`src/rtl/disp_pkg.sv`:
```
// ============================================================================
//  Module   : disp_pkg
//  Purpose  : Shared constants for the seven-segment scan controller.
//  Revision : 1.0  initial release
// ============================================================================
`default_nettype none

package disp_pkg;

   localparam int DIG_W = 3;
   localparam int NDIG  = 8;

   localparam logic [7:0] SEG_BLANK = 8'hFF;
   localparam logic [6:0] SEG_OFF   = 7'h7F;

   // Active-low gfedcba patterns, indexed by nibble value
   localparam logic [6:0] HEX_SEG [16] = '{
      7'h40, 7'h79, 7'h24, 7'h30, 7'h19, 7'h12, 7'h02, 7'h78,
      7'h00, 7'h10, 7'h08, 7'h03, 7'h46, 7'h21, 7'h06, 7'h0E
   };

endpackage

`default_nettype wire

```
`src/rtl/hex7seg.sv`:
```
// ============================================================================
//  Module   : hex7seg
//  Purpose  : Combinational hex nibble to active-low 7-segment pattern.
//  Revision : 1.0  initial release
// ============================================================================
`default_nettype none

module hex7seg
   import disp_pkg::*;
(
   input  logic [3:0] nib,
   output logic [6:0] pat
);

   assign pat = HEX_SEG[nib];

endmodule

`default_nettype wire

```
`src/rtl/scan_ctrl.sv`:
```
// ============================================================================
//  Module   : scan_ctrl
//  Purpose  : 8-digit multiplexed seven-segment scanner with a double-buffered
//             32-bit value that is swapped in only at frame boundaries.
//  Revision : 1.0  initial release
// ============================================================================
`default_nettype none

module scan_ctrl
   import disp_pkg::*;
#(
   parameter int DIV = 50000
)
(
   input  logic             clk,
   input  logic             rst,
   input  logic [31:0]      din,
   input  logic             ld,
   input  logic [7:0]       dp_in,
   input  logic             blz,
   output logic [DIG_W-1:0] cd,
   output logic [7:0]       seg,
   output logic             ack
);

   localparam int                PCNT_W   = $clog2(DIV);
   localparam logic [PCNT_W-1:0] PCNT_MAX = PCNT_W'(DIV - 1);
   localparam logic [DIG_W-1:0]  LAST_CD  = DIG_W'(NDIG - 1);

   logic [PCNT_W-1:0] r_pcnt;
   logic [31:0]       r_pend;
   logic [31:0]       r_disp;
   logic [7:0]        r_pdp;
   logic [7:0]        r_dp_disp;
   logic              r_pend_v;

   logic              w_tick;
   logic              w_apply;
   logic [DIG_W-1:0]  w_cd_nxt;
   logic [31:0]       w_disp_nxt;
   logic [7:0]        w_dp_nxt;
   logic [4:0]        w_shamt;
   logic [3:0]        w_nib;
   logic [6:0]        w_pat;
   logic              w_blank;
   logic [7:0]        w_seg_nxt;

   // seg is built from the post-tick index and content so cd and seg move together
   always_comb begin
      w_tick     = (r_pcnt == PCNT_MAX);
      w_apply    = w_tick && (cd == LAST_CD) && (r_pend_v || ld);
      w_cd_nxt   = cd + DIG_W'(1);
      w_disp_nxt = w_apply ? (ld ? din   : r_pend) : r_disp;
      w_dp_nxt   = w_apply ? (ld ? dp_in : r_pdp)  : r_dp_disp;
      w_shamt    = {w_cd_nxt, 2'b00};
      w_nib      = w_disp_nxt[w_shamt +: 4];
      w_blank    = blz && (w_cd_nxt != '0) && ((w_disp_nxt >> w_shamt) == 32'd0);
      w_seg_nxt  = {~w_dp_nxt[w_cd_nxt], (w_blank ? SEG_OFF : w_pat)};
   end

   hex7seg u_hex7seg (
      .nib (w_nib),
      .pat (w_pat)
   );

   always_ff @(posedge clk) begin
      if (rst) begin
         r_pcnt    <= '0;
         cd        <= '0;
         seg       <= SEG_BLANK;
         ack       <= 1'b0;
         r_disp    <= '0;
         r_dp_disp <= '0;
         r_pend    <= '0;
         r_pdp     <= '0;
         r_pend_v  <= 1'b0;
      end else begin
         r_pcnt <= w_tick ? '0 : r_pcnt + PCNT_W'(1);
         ack    <= w_apply;

         if (ld) begin
            r_pend <= din;
            r_pdp  <= dp_in;
         end

         // A load coincident with the apply is consumed directly, so pending clears
         if (w_apply)
            r_pend_v <= 1'b0;
         else if (ld)
            r_pend_v <= 1'b1;

         if (w_tick) begin
            cd        <= w_cd_nxt;
            seg       <= w_seg_nxt;
            r_disp    <= w_disp_nxt;
            r_dp_disp <= w_dp_nxt;
         end
      end
   end

endmodule

`default_nettype wire
```
`config.mk`:
```
export PLATFORM = sky130hd
export DESIGN_NAME = scan_ctrl
export DESIGN_NICKNAME = d
export VERILOG_FILES = /design/src/rtl/disp_pkg.sv /design/src/rtl/hex7seg.sv /design/src/rtl/scan_ctrl.sv
export SDC_FILE = /design/constraint.sdc
export NUM_CORES = 1
export LEC_CHECK = 0
export ABC_AREA = 1
export BUFFER_PORTS_ARGS = -buffer_cell sky130_fd_sc_hd__buf_2
export CAP_MARGIN = 20
export CORE_MARGIN = 2
export CORE_UTILIZATION = 40
export DETAILED_ROUTE_END_ITERATION = 7
export PLACE_DENSITY = 0.61
export REMOVE_ABC_BUFFERS = 1
export SYNTH_ARGS = -nofsm -noshare
export SYNTH_HDL_FRONTEND = slang
export SYNTH_SLANG_ARGS = --single-unit
```
`constraint.sdc`:
```
create_clock -name clk -period 7.7 [get_ports clk]
set_clock_uncertainty 0.05 [all_clocks]
set_input_delay 0.385 -clock clk [delete_from_list [all_inputs] [get_ports clk]]
set_output_delay 0.385 -clock clk [all_outputs]
set_load 0.05 [all_outputs]
```
==> run summary <==
Status: finished, final reports clean
TritonCTS Buffers: 9
Max-cap check violation count: 0
Met1 WL: 5950 um
Synth Area in Compound Gates: 5.16%
Layout fillers: 1,438
I/O Pins: 56
LEAKAGE: 0.00276 uW
CTS resizes: 0
Rows: 42
Synth warnings: 0
Longest Clk Path Bufs: 2
WP buf/inv: 3
FF+latch area: 2180 sq um
DR WL/cell: 12.4 um
Setup TNS: 0 ps
Unrepaired setup endpoints after global routing: false
XOR/XNOR share of the synthesized area: 0.162%
Vias: 4,753
Die ar.: 14,500 sq um
Gate Count Post-Synth: 773
Chip height: 120 um
Port bufs: 55
Clk root buf: clkbuf_16
FMAX: 0.230 GHz
Num Clock Sinks: 109
CTS tree: done
Min Clock Period, post-route: 4340 ps
DRC: 0
Share of layout cells above drive strength 1: 11.6%
Clock-pin transition on the worst setup and hold timing paths: 70 ps
Number of H-tree levels: 3
Worst slew margin: 38.0%
Gr usage total: 18.2%
Finish-stage setup viols: 0
Vias/cell: 4.82
Area of the multi-input gates: 2750 sq um
Number of detailed-route iterations in the first pass: 5
DP HPWL: 8430 um
Worst VDD drop: 0.000168 V
DR WL met2: 5620 um
First-pass GRT wire length: 21,200 um
Crit-path max cell delay: 760 ps
Area delta synth->final: 11.0%
Die Span X: 120 um
Mux cell area share after synthesis: 6.67%
Worst Setup End Kind: register
Core ar.: 13,200 sq um
Hold slack: 242 ps
CP cell instances: buf_4 > ha_1 > ha_1 > nand4_4 > inv_4 > nand2_1 > nand2_1 > nand2_1 > nand3_1 > nand3_1 > and2_1 > inv_1 > ha_1 > and3b_1 > nand4_1 > nor2_2 > nand2_2 > a21oi_1
Syn avg cell area: 6.99 sq um
Register area share after synthesis: 40.4%
Hold-fix buffers at CTS: 0
Family with the most delay on the worst path: simple AND/OR/NAND/NOR gates
Adder-Cell Fraction of Synth Area: 2.31%
Post-synth cell types: 35
Post-CTS Setup Bufs: 0
Antenna Nets Post-Route: 0
CP Max Fanout: 35
Routability cong.: 0.819
CP Launch Type: register
Final hold vios: 0
Worst path slowest cell: ha_1
Simple-gate share of the synthesized area: 36.6%
Initial antenna violation count: 0
CP Data Required Time: 7950 ps
Hold crit path type: primary input to register
Initial core utilization: 40.8%
Post-Synthesis Cell Area: 5410 sq um
Total gr overflow: 0
Total wire length: 12,200 um
Crit path DAT: 4590 ps
Routed met3 length: 462 um
Nets: 859
Max Slew Vio Count: 0
Max Used Layer: met4
Number of global-route vias before repair: 4,471
Clk_lat worst skew: 360 ps
DR iter-0 viols: 293
Largest family of logic cells by synthesized area: simple AND/OR/NAND/NOR gates
#FFs+latches synth: 109
Cell area power density: 183 nW/um^2
Worst-Margin Slew: 930 ps
Setup CP Type: register to register
Antenna Diode Count: 0
Largest net degree at the start of global routing: 86
Post-route clock period utilization: 56.4%
path summary, 6_finish.rpt:
| kind | from | endpoint | slack, ps | cells after the start |
|---|---|---|---|---|
| setup / recovery | cd[0] | seg[4] | 3360 | 18 |
| hold reg to reg | r_pcnt[0] | r_pcnt[0] | 400 | 1 |
| hold / removal | din[16] | r_pend[16] | 240 | 3 |
| setup reg to reg | cd[0] | seg[4] | 3360 | 18 |
synthesized netlist by cell type:
| cell | count | area, sq um |
|---|---|---|
| a31oi_1 | 1 | 6.26 |
| dfxtp_1 | 109 | 2180 |
| mux2i_1 | 36 | 360 |
| nor3b_1 | 1 | 7.51 |
| a21oi_1 | 17 | 85.1 |
| nand3_1 | 75 | 375 |
| o221ai_1 | 2 | 17.5 |
| buf_1 | 1 | 3.75 |
| nor3_1 | 4 | 20.0 |
| nand4_4 | 1 | 21.3 |
| buf_2 | 7 | 35.0 |
| buf_6 | 6 | 67.6 |
| a31o_2 | 1 | 8.76 |
| clkinv_1 | 4 | 15.0 |
| nor4_1 | 1 | 6.26 |
| ha_1 | 10 | 125 |
| and3b_1 | 1 | 8.76 |
| inv_4 | 1 | 6.26 |
| o21ai_0 | 26 | 130 |
| nor2_2 | 6 | 37.5 |
| and2_1 | 3 | 18.8 |
| nand2_1 | 190 | 713 |
| clkbuf_1 | 18 | 67.6 |
| or2_1 | 1 | 6.26 |
| buf_4 | 5 | 37.5 |
| nand2_2 | 9 | 56.3 |
| nor2_4 | 2 | 22.5 |
| nand4_1 | 24 | 150 |
| o21a_1 | 3 | 22.5 |
| nor2_1 | 142 | 533 |
| a21oi_2 | 1 | 8.76 |
| xor2_1 | 1 | 8.76 |
| inv_1 | 61 | 229 |
| clkinv_2 | 1 | 5.00 |
| inv_2 | 2 | 7.51 |
worst reg2reg max path: cells and delay by family (launching register included):
kind	cells	cell delay, ps
compound gates	1	140
fa+ha+maj	3	1210
flops	1	310
simple gates	11	1710
buf+inv	3	870
metal layers:
metal  up-vias  global-route usage [%]
li1       2524                       -
met5         -                       0
met4         0                    5.52
met2        69                    29.6
met3        14                    4.25
met1      2146                    23.9
metrics by stage:
stage / worst slack (ps) / power (uW) / util (%) / cell area, sq um / std cells
floorplan: 3550 / 623 / - / 5190 / 736
global placement: 3370 / 654 / 43.1 / 5710 / 970
detailed placement: 3220 / 655 / 43.1 / 5710 / 970
CTS: 3330 / 1120 / 45.3 / 6000 / 986
global route: 2810 / 1150 / 45.3 / 6000 / 986
finish: 3360 / 1100 / 45.3 / 6000 / 986
power breakdown:
| part | switching [uW] | internal [uW] |
|---|---|---|
| logic | 36.0 | 23.5 |
| clock network | 206 | 254 |
| registers | 3.72 | 578 |
flip-flops by register name, indices dropped and copies added, names as in the netlist:
signal / flops
seg: 8
r_disp: 32
ack: 1
r_dp_disp: 8
cd: 3
r_pdp: 8
r_pend_v: 1
r_pcnt: 16
r_pend: 32
final cells by class:
class / count / share of cell area [%]
clock inverters: 3 / 0.772
inverters: 69 / 4.38
flip-flops and latches: 109 / 36.4
multi-input cells: 558 / 45.8
clock buffers: 13 / 4.00
well taps: 176 / 3.67
repair buffers: 58 / 4.96
cell families after synthesis:
logic type / count (synthesis)
buffers and inverters: 106
XOR/XNOR: 1
multiplexers: 36
AND/OR/NAND/NOR: 460
flip-flops: 109
adder cells (fa/ha/maj): 10
AO/OA/AOI/OAI: 51
cells in the final DEF, fill, tap and decap left out, drive strengths merged:
| master | n |
|---|---|
| a21oi | 18 |
| a31o | 1 |
| a31oi | 1 |
| and2 | 3 |
| and3b | 1 |
| buf | 58 |
| bufinv | 1 |
| clkbuf | 13 |
| clkinv | 6 |
| clkinvlp | 1 |
| dfxtp | 109 |
| ha | 10 |
| inv | 64 |
| mux2i | 36 |
| nand2 | 199 |
| nand3 | 75 |
| nand4 | 25 |
| nor2 | 150 |
| nor3 | 4 |
| nor3b | 1 |
| nor4 | 1 |
| o21a | 3 |
| o21ai | 26 |
| o221ai | 2 |
| or2 | 1 |
| xor2 | 1 |
No activity file was read; power rests on OpenSTA's default activity.
